`src/rtl/para_mem_pkg.sv`:
```
// rtl/para_mem_pkg.sv - shared op encodings and controller state type
package para_mem_pkg;

   localparam logic [1:0] OP_READ    = 2'b00;
   localparam logic [1:0] OP_WRITE   = 2'b01;
   localparam logic [1:0] OP_FILL    = 2'b10;
   localparam logic [1:0] OP_ILLEGAL = 2'b11;

   typedef enum logic [2:0] {
      IDLE,
      WR,
      RD,
      FILL,
      RESP
   } state_t;

endpackage

```
`src/rtl/para_mem_ctrl_if.sv`:
```
// rtl/para_mem_ctrl_if.sv - request/response channel bundle for para_mem_ctrl
interface para_mem_ctrl_if #(
   parameter int ADDR_WIDTH = 3,
   parameter int DATA_WIDTH = 4
);
   logic                  req_valid;
   logic                  req_ready;
   logic [1:0]            req_op;
   logic [ADDR_WIDTH-1:0] req_addr;
   logic [DATA_WIDTH-1:0] req_wdata;
   logic                  rsp_valid;
   logic                  rsp_ready;
   logic [DATA_WIDTH-1:0] rsp_rdata;
   logic                  rsp_err;

   // requester side
   modport master (
      output req_valid, req_op, req_addr, req_wdata, rsp_ready,
      input  req_ready, rsp_valid, rsp_rdata, rsp_err
   );

   // controller side
   modport slave (
      input  req_valid, req_op, req_addr, req_wdata, rsp_ready,
      output req_ready, rsp_valid, rsp_rdata, rsp_err
   );
endinterface

```
`src/rtl/para_mem_ctrl.sv`:
```
// rtl/para_mem_ctrl.sv - read/write/fill sequencer for the parameterised memory
module para_mem_ctrl
   import para_mem_pkg::*;
#(
   parameter int ADDR_WIDTH = 3,
   parameter int DATA_WIDTH = 4,
   parameter int DEPTH      = 8
) (
   input  logic                  clk,
   input  logic                  rst,
   para_mem_ctrl_if.slave        bus,
   output logic [ADDR_WIDTH-1:0] mem_address,
   output logic [DATA_WIDTH-1:0] mem_data_in,
   output logic                  mem_write_enable,
   input  logic [DATA_WIDTH-1:0] mem_data_out,
   output logic                  busy
);

   // Last fill address; fill ends on this compare, never on counter wrap.
   localparam logic [ADDR_WIDTH-1:0] LAST_ADDR = ADDR_WIDTH'(DEPTH - 1);
   // One extra bit so DEPTH == 2**ADDR_WIDTH compares correctly.
   localparam logic [ADDR_WIDTH:0]   DEPTH_EXT = (ADDR_WIDTH + 1)'(DEPTH);

   state_t                state;
   state_t                state_next;
   logic                  accept;
   logic                  req_err;
   logic [ADDR_WIDTH-1:0] fill_cnt;

   // State register
   always_ff @(posedge clk) begin
      if (rst) state <= IDLE;
      else     state <= state_next;
   end

   // Next-state decode, request classification and status outputs
   always_comb begin
      state_next    = state;
      accept        = 1'b0;
      req_err       = 1'b0;
      bus.req_ready = (state == IDLE);
      bus.rsp_valid = (state == RESP);
      busy          = (state != IDLE);
      case (state)
         IDLE: begin
            if (bus.req_valid) begin
               accept  = 1'b1;
               req_err = (bus.req_op == OP_ILLEGAL) ||
                         ((bus.req_op != OP_FILL) && ({1'b0, bus.req_addr} >= DEPTH_EXT));
               if (req_err)                    state_next = RESP;
               else if (bus.req_op == OP_READ)  state_next = RD;
               else if (bus.req_op == OP_WRITE) state_next = WR;
               else                             state_next = FILL;
            end
         end
         WR:      state_next = RESP;
         RD:      state_next = RESP;
         FILL:    if (fill_cnt == LAST_ADDR) state_next = RESP;
         RESP:    if (bus.rsp_ready) state_next = IDLE;
         default: state_next = IDLE;
      endcase
   end

   // Memory pin sequencing, fill counter and response capture
   always_ff @(posedge clk) begin
      if (rst) begin
         mem_address      <= '0;
         mem_data_in      <= '0;
         mem_write_enable <= 1'b0;
         fill_cnt         <= '0;
         bus.rsp_rdata    <= '0;
         bus.rsp_err      <= 1'b0;
      end else begin
         case (state)
            IDLE: begin
               if (accept) begin
                  bus.rsp_rdata <= '0;
                  bus.rsp_err   <= req_err;
                  // Errors never touch the memory pins, so no out-of-range address escapes.
                  if (!req_err) begin
                     if (bus.req_op == OP_WRITE) begin
                        mem_address      <= bus.req_addr;
                        mem_data_in      <= bus.req_wdata;
                        mem_write_enable <= 1'b1;
                     end else if (bus.req_op == OP_READ) begin
                        mem_address      <= bus.req_addr;
                     end else begin
                        fill_cnt         <= '0;
                        mem_address      <= '0;
                        mem_data_in      <= bus.req_wdata;
                        mem_write_enable <= 1'b1;
                     end
                  end
               end
            end
            WR: mem_write_enable <= 1'b0;
            RD: bus.rsp_rdata    <= mem_data_out;
            FILL: begin
               if (fill_cnt == LAST_ADDR) begin
                  mem_write_enable <= 1'b0;
               end else begin
                  fill_cnt    <= fill_cnt + 1'b1;
                  mem_address <= fill_cnt + 1'b1;
               end
            end
            RESP: begin
               if (bus.rsp_ready) begin
                  bus.rsp_rdata <= '0;
                  bus.rsp_err   <= 1'b0;
               end
            end
            default: mem_write_enable <= 1'b0;
         endcase
      end
   end

endmodule

```
`src/flat_wrapper.sv`:
```
// flat-port wrapper written by rule: the top's interface ports become plain ports
module para_mem_ctrl_flat import para_mem_pkg::*;
#(
   parameter int ADDR_WIDTH = 3,
   parameter int DATA_WIDTH = 4,
   parameter int DEPTH      = 8
)
  (clk, rst, mem_address, mem_data_in, mem_write_enable, mem_data_out, busy, bus_req_valid, bus_req_op, bus_req_addr, bus_req_wdata, bus_rsp_ready, bus_req_ready, bus_rsp_valid, bus_rsp_rdata, bus_rsp_err);
  para_mem_ctrl_if #(.ADDR_WIDTH(ADDR_WIDTH), .DATA_WIDTH(DATA_WIDTH)) bus_i ();
  input  logic clk;
  input  logic rst;
  output logic [ADDR_WIDTH-1:0] mem_address;
  output logic [DATA_WIDTH-1:0] mem_data_in;
  output logic mem_write_enable;
  input  logic [DATA_WIDTH-1:0] mem_data_out;
  output logic busy;
  input wire logic [$bits(bus_i.req_valid)-1:0] bus_req_valid;
  input wire logic [$bits(bus_i.req_op)-1:0] bus_req_op;
  input wire logic [$bits(bus_i.req_addr)-1:0] bus_req_addr;
  input wire logic [$bits(bus_i.req_wdata)-1:0] bus_req_wdata;
  input wire logic [$bits(bus_i.rsp_ready)-1:0] bus_rsp_ready;
  output wire logic [$bits(bus_i.req_ready)-1:0] bus_req_ready;
  output wire logic [$bits(bus_i.rsp_valid)-1:0] bus_rsp_valid;
  output wire logic [$bits(bus_i.rsp_rdata)-1:0] bus_rsp_rdata;
  output wire logic [$bits(bus_i.rsp_err)-1:0] bus_rsp_err;
  assign bus_i.req_valid = bus_req_valid;
  assign bus_i.req_op = bus_req_op;
  assign bus_i.req_addr = bus_req_addr;
  assign bus_i.req_wdata = bus_req_wdata;
  assign bus_i.rsp_ready = bus_rsp_ready;
  assign bus_req_ready = bus_i.req_ready;
  assign bus_rsp_valid = bus_i.rsp_valid;
  assign bus_rsp_rdata = bus_i.rsp_rdata;
  assign bus_rsp_err = bus_i.rsp_err;
  para_mem_ctrl #(.ADDR_WIDTH(ADDR_WIDTH), .DATA_WIDTH(DATA_WIDTH), .DEPTH(DEPTH)) u_core (.clk(clk), .rst(rst), .bus(bus_i), .mem_address(mem_address), .mem_data_in(mem_data_in), .mem_write_enable(mem_write_enable), .mem_data_out(mem_data_out), .busy(busy));
endmodule
```
`config.mk`:
```
export PLATFORM = sky130hd
export DESIGN_NAME = para_mem_ctrl_flat
export DESIGN_NICKNAME = d
export VERILOG_FILES = /design/src/rtl/para_mem_pkg.sv /design/src/rtl/para_mem_ctrl_if.sv /design/src/rtl/para_mem_ctrl.sv /design/src/flat_wrapper.sv
export SDC_FILE = /design/constraint.sdc
export NUM_CORES = 1
export LEC_CHECK = 0
export CORE_ASPECT_RATIO = 1.25
export CORE_UTILIZATION = 49
export CTS_CLUSTER_SIZE = 20
export DETAILED_ROUTE_END_ITERATION = 7
export PLACE_DENSITY = 0.82
export SETUP_SLACK_MARGIN = 0.02
export SLEW_MARGIN = 30
export SYNTH_ARGS = -nofsm -noshare
export SYNTH_HDL_FRONTEND = slang
export SYNTH_SLANG_ARGS = --single-unit
```
`constraint.sdc`:
```
create_clock -name clk -period 4.4 [get_ports clk]
set_input_delay 0.66 -clock clk [delete_from_list [all_inputs] [get_ports clk]]
set_output_delay 0.66 -clock clk [all_outputs]
set_load 0.02 [all_outputs]
```
==> flow_summary.toml <==
[clock_network]
cts_inserted_buffers = 3
cts-root-to-sink-buffers = 2
cts.root.buffer_cell = "clkbuf_4"
cts.htree.levels = 1
cts_hold_repair.buffers = 0
clk_latency_ns = 0.31
cts-resized-gates = 0
tritoncts = "built"
clkSinkCount = 19
cts_post_setup_buffers_inserted = 0
path_clk_slew_ns = 0.12

[timing]
timing.setup.tns_ns = 0
grt_setup_unrepaired = "false"
final_hold_viol_count = 0
max_clock_freq_mhz = 375.7
max_slew.worst_pin.slew_ns = 0.7997
post-route-min-period_ns = 2.662
maxSlewViolCount = 0
final_worst_path_cycle_share_pct = 60.50
fin_worst_skew_ns = 0.005381
timing.max_slew.rel_slack_pct = 46.52
timing.hold.ws_ns = 0.4785
setup_violating_endpoint_count_in_the_final_report = 0

[finish]
ratio_of_cells_with_drive_above_1_in_the_final_layout_pct = 7.383
insertedDiodeCount = 0
number_of_standard_cells_in_the_final_layout_excluding_fillers = 169
final_core_utilization_pct = 70.31
syn_to_final_growth_pct = 32.44
finalNetCount = 173

[synthesis]
post_synth_inst_count = 119
syn-mean-instance-area_sq_um = 9.042
ys.warnings.count = 0
synth.top_cell.area_share_pct = 35.35
synth.largest_area_cell = "dfxtp_1"
flop_and_latch_count_out_of_synthesis = 19
netlist-cell-type-count = 33
netlist_area_sq_mm = 0.001076
synth_area_leaders = "dfxtp_1, nand2b_1, ha_1"
yosysSeqAreaShare_pct = 35.35
syn_nets = 142

[power]
power.switching_fraction_pct = 34.61
power_per_cell_area_mw_per_mm2 = 322.3
ir_drop_mv = 0.2053
p_int_uw = 300.4
totalPowerFinal_uw = 459.3
clock_power_share_pct = 20.6
power.sequential.fraction_pct = 44.9
logic_pwr_share_pct = 34.5
switching_power_uw = 159.0
cellLeakagePower_nw = 0.5363

[grt]
grt_util_all_layers_pct = 23.24
global_route.overflow_total = 0
first_global_vias = 931
grt_pass1_wl_mm = 4.112
grt_antenna_before_repair = 0
grt_start_max_net_pins = 29

[floorplan]
i_o_pin_count = 33
x_dimension_of_the_die_microns = 43.92
floorplan.die_area_sq_mm = 0.002389
die_h_microns = 54.40
initial_core_util_pct = 53.09
rows = 18
core-area_sq_mm = 0.002027

[placed_design]
dp_hpwl_mm = 1.841
dp_cells = 165
port-buffer-count = 32
finalWeightedCongestion = 0.8547

[critical_path]
critical_path.max_stage_delay_ns = 0.70
worst-path-max-fanout = 14
worstSetupEndpointType = "output pin"
timing.critical_path.required_ns = 3.74
cp.arrival_ns = 2.00
critical_path.slowest_cell = "clkdlybuf4s50_1"
reg2regPathDepth = 5
setup.reg_to_reg.worst_slack_ns = 2.48
setup.worst_path.start_class = "flip-flop"
crit_chain = "nor3_1 -> clkdlybuf4s50_1"
rr_endpoint = "u_core.fill_cnt[0]"
worst_r2r_startpoint = "u_core.fill_cnt[0]"
worstSetupPathType = "reg2out"

[detailed_routing]
routed_wire_length_per_instance_microns = 14.54
detailedRoute.firstPassIterationCount = 6
finalWirelength_mm = 2.457
detailroute.via_count = 981
drt_first_iter_violations = 20
ant_nets = 0
vias_per_cell = 5.805
detail_route.drc_violations = 0

[min_path]
timing.hold.worst_endpoint = "u_core.bus.rsp_rdata[0]"
worst_hold_path.num_cells = 2
min_from = "u_core.bus.rsp_rdata[0]"
hp-class = "reg2reg"

[flow_run]
timing.max_cap.violations = 0

[outcome]
status = "finished clean"
## power groups by stage
stage / sequential [mW] / clock [mW] / combinational [mW]
after global routing: 0.209 / 0.102 / 0.171
after floorplan: 0.213 / 0 / 0.0901
after global placement: 0.208 / 0 / 0.157
after detailed placement: 0.210 / 0 / 0.159
after CTS: 0.206 / 0.0955 / 0.160
final: 0.206 / 0.0945 / 0.159
## synth_stat cells
cell	number
dfxtp_1	19
nand2b_1	18
a211oi_1	9
nand2_1	8
ha_1	6
mux2i_1	6
inv_1	5
o21ai_0	5
clkbuf_1	4
nor2_1	4
nand3_1	3
nor3_1	3
or2_2	3
a21oi_1	2
a311oi_1	2
a31oi_1	2
nand3b_1	2
nor2b_1	2
nor4b_1	2
a2111o_1	1
a221oi_4	1
and3_1	1
and4b_1	1
buf_1	1
buf_2	1
mux2_1	1
nor4_2	1
nor4bb_1	1
o2111ai_1	1
o41ai_1	1
or3_1	1
or3b_2	1
or4b_4	1
## per-stage QoR
step | worst slack (ns) | instance area (sq um)
floorplan | 2.154 | 1076
finish | 1.738 | 1425
global route | 1.680 | 1425
CTS | 1.741 | 1425
global placement | 1.588 | 1398
detailed placement | 1.515 | 1398
## final cells by class
class / count / area (sq um)
multi-input combinational: 89 / 653.1
fill: 168 / 601.8
clock buffer: 3 / 22.52
tap: 20 / 25.02
sequential: 19 / 380.4
timing repair buffer: 32 / 320.3
inverter: 5 / 18.77
clock inverter: 1 / 5.005
## registers in the layout, indices dropped and copies added (netlist names)
signal                   count
u_core.mem_write_enable      1
u_core.fill_cnt              3
u_core.state                 3
u_core.mem_address           3
u_core.bus.rsp_err           1
u_core.mem_data_in           4
u_core.bus.rsp_rdata         4
## worst max path at each step
stage | startpoint | endpoint | cells past startpoint
final | u_core.state[2] | bus_req_ready | 2
after global routing | u_core.state[2] | bus_req_ready | 2
after CTS | u_core.state[2] | bus_req_ready | 2
after detailed placement | bus_req_op[0] | u_core.fill_cnt[0] | 5
after global placement | bus_req_op[0] | u_core.fill_cnt[0] | 5
after floorplan | bus_req_op[0] | u_core.fill_cnt[0] | 4
## routing by layer
metal | routed length (microns) | up-vias | track usage, % | share of wire [%]
met5 | 0 | - | 0 | 0
met1 | 1065 | 448 | 25.71 | 43
met4 | 54 | 0 | 12.63 | 2.2
li1 | - | 494 | - | -
met3 | 115 | 7 | 3.960 | 4.7
met2 | 1221 | 32 | 42.29 | 50
## critical path: cells and delay by family, from the launching register on
| family | cells | cell delay [ns] |
|---|---|---|
| buffers and inverters | 1 | 0.70 |
| AND/OR/NAND/NOR | 1 | 0.50 |
| flip-flops | 1 | 0.49 |
## layout by cell type, fill, tap and decap left out, drive strengths merged, types with 2 or more instances in the layout
master | Yosys | final
a211oi | 9 | 9
a21oi | 2 | 2
a311oi | 2 | 2
a31oi | 2 | 2
clkbuf | 4 | 3
clkdlybuf4s50 | 0 | 32
dfxtp | 19 | 19
ha | 6 | 6
inv | 5 | 5
mux2i | 6 | 6
nand2 | 8 | 8
nand2b | 18 | 18
nand3 | 3 | 3
nand3b | 2 | 2
nor2 | 4 | 4
nor2b | 2 | 2
nor3 | 3 | 3
nor4b | 2 | 2
o21ai | 5 | 5
or2 | 3 | 3
## logic make-up (layout without fill, tap and decap cells)
group	after synthesis	after routing	share of synthesized area (%)
AO/OA/AOI/OAI	24	24	17.44
adder cells (fa/ha/maj)	6	6	6.977
buffers and inverters	11	41	3.952
flip-flops	19	19	35.35
multiplexers	7	7	6.628
AND/OR/NAND/NOR	52	52	29.65
Power figures use the tool's default switching activity.
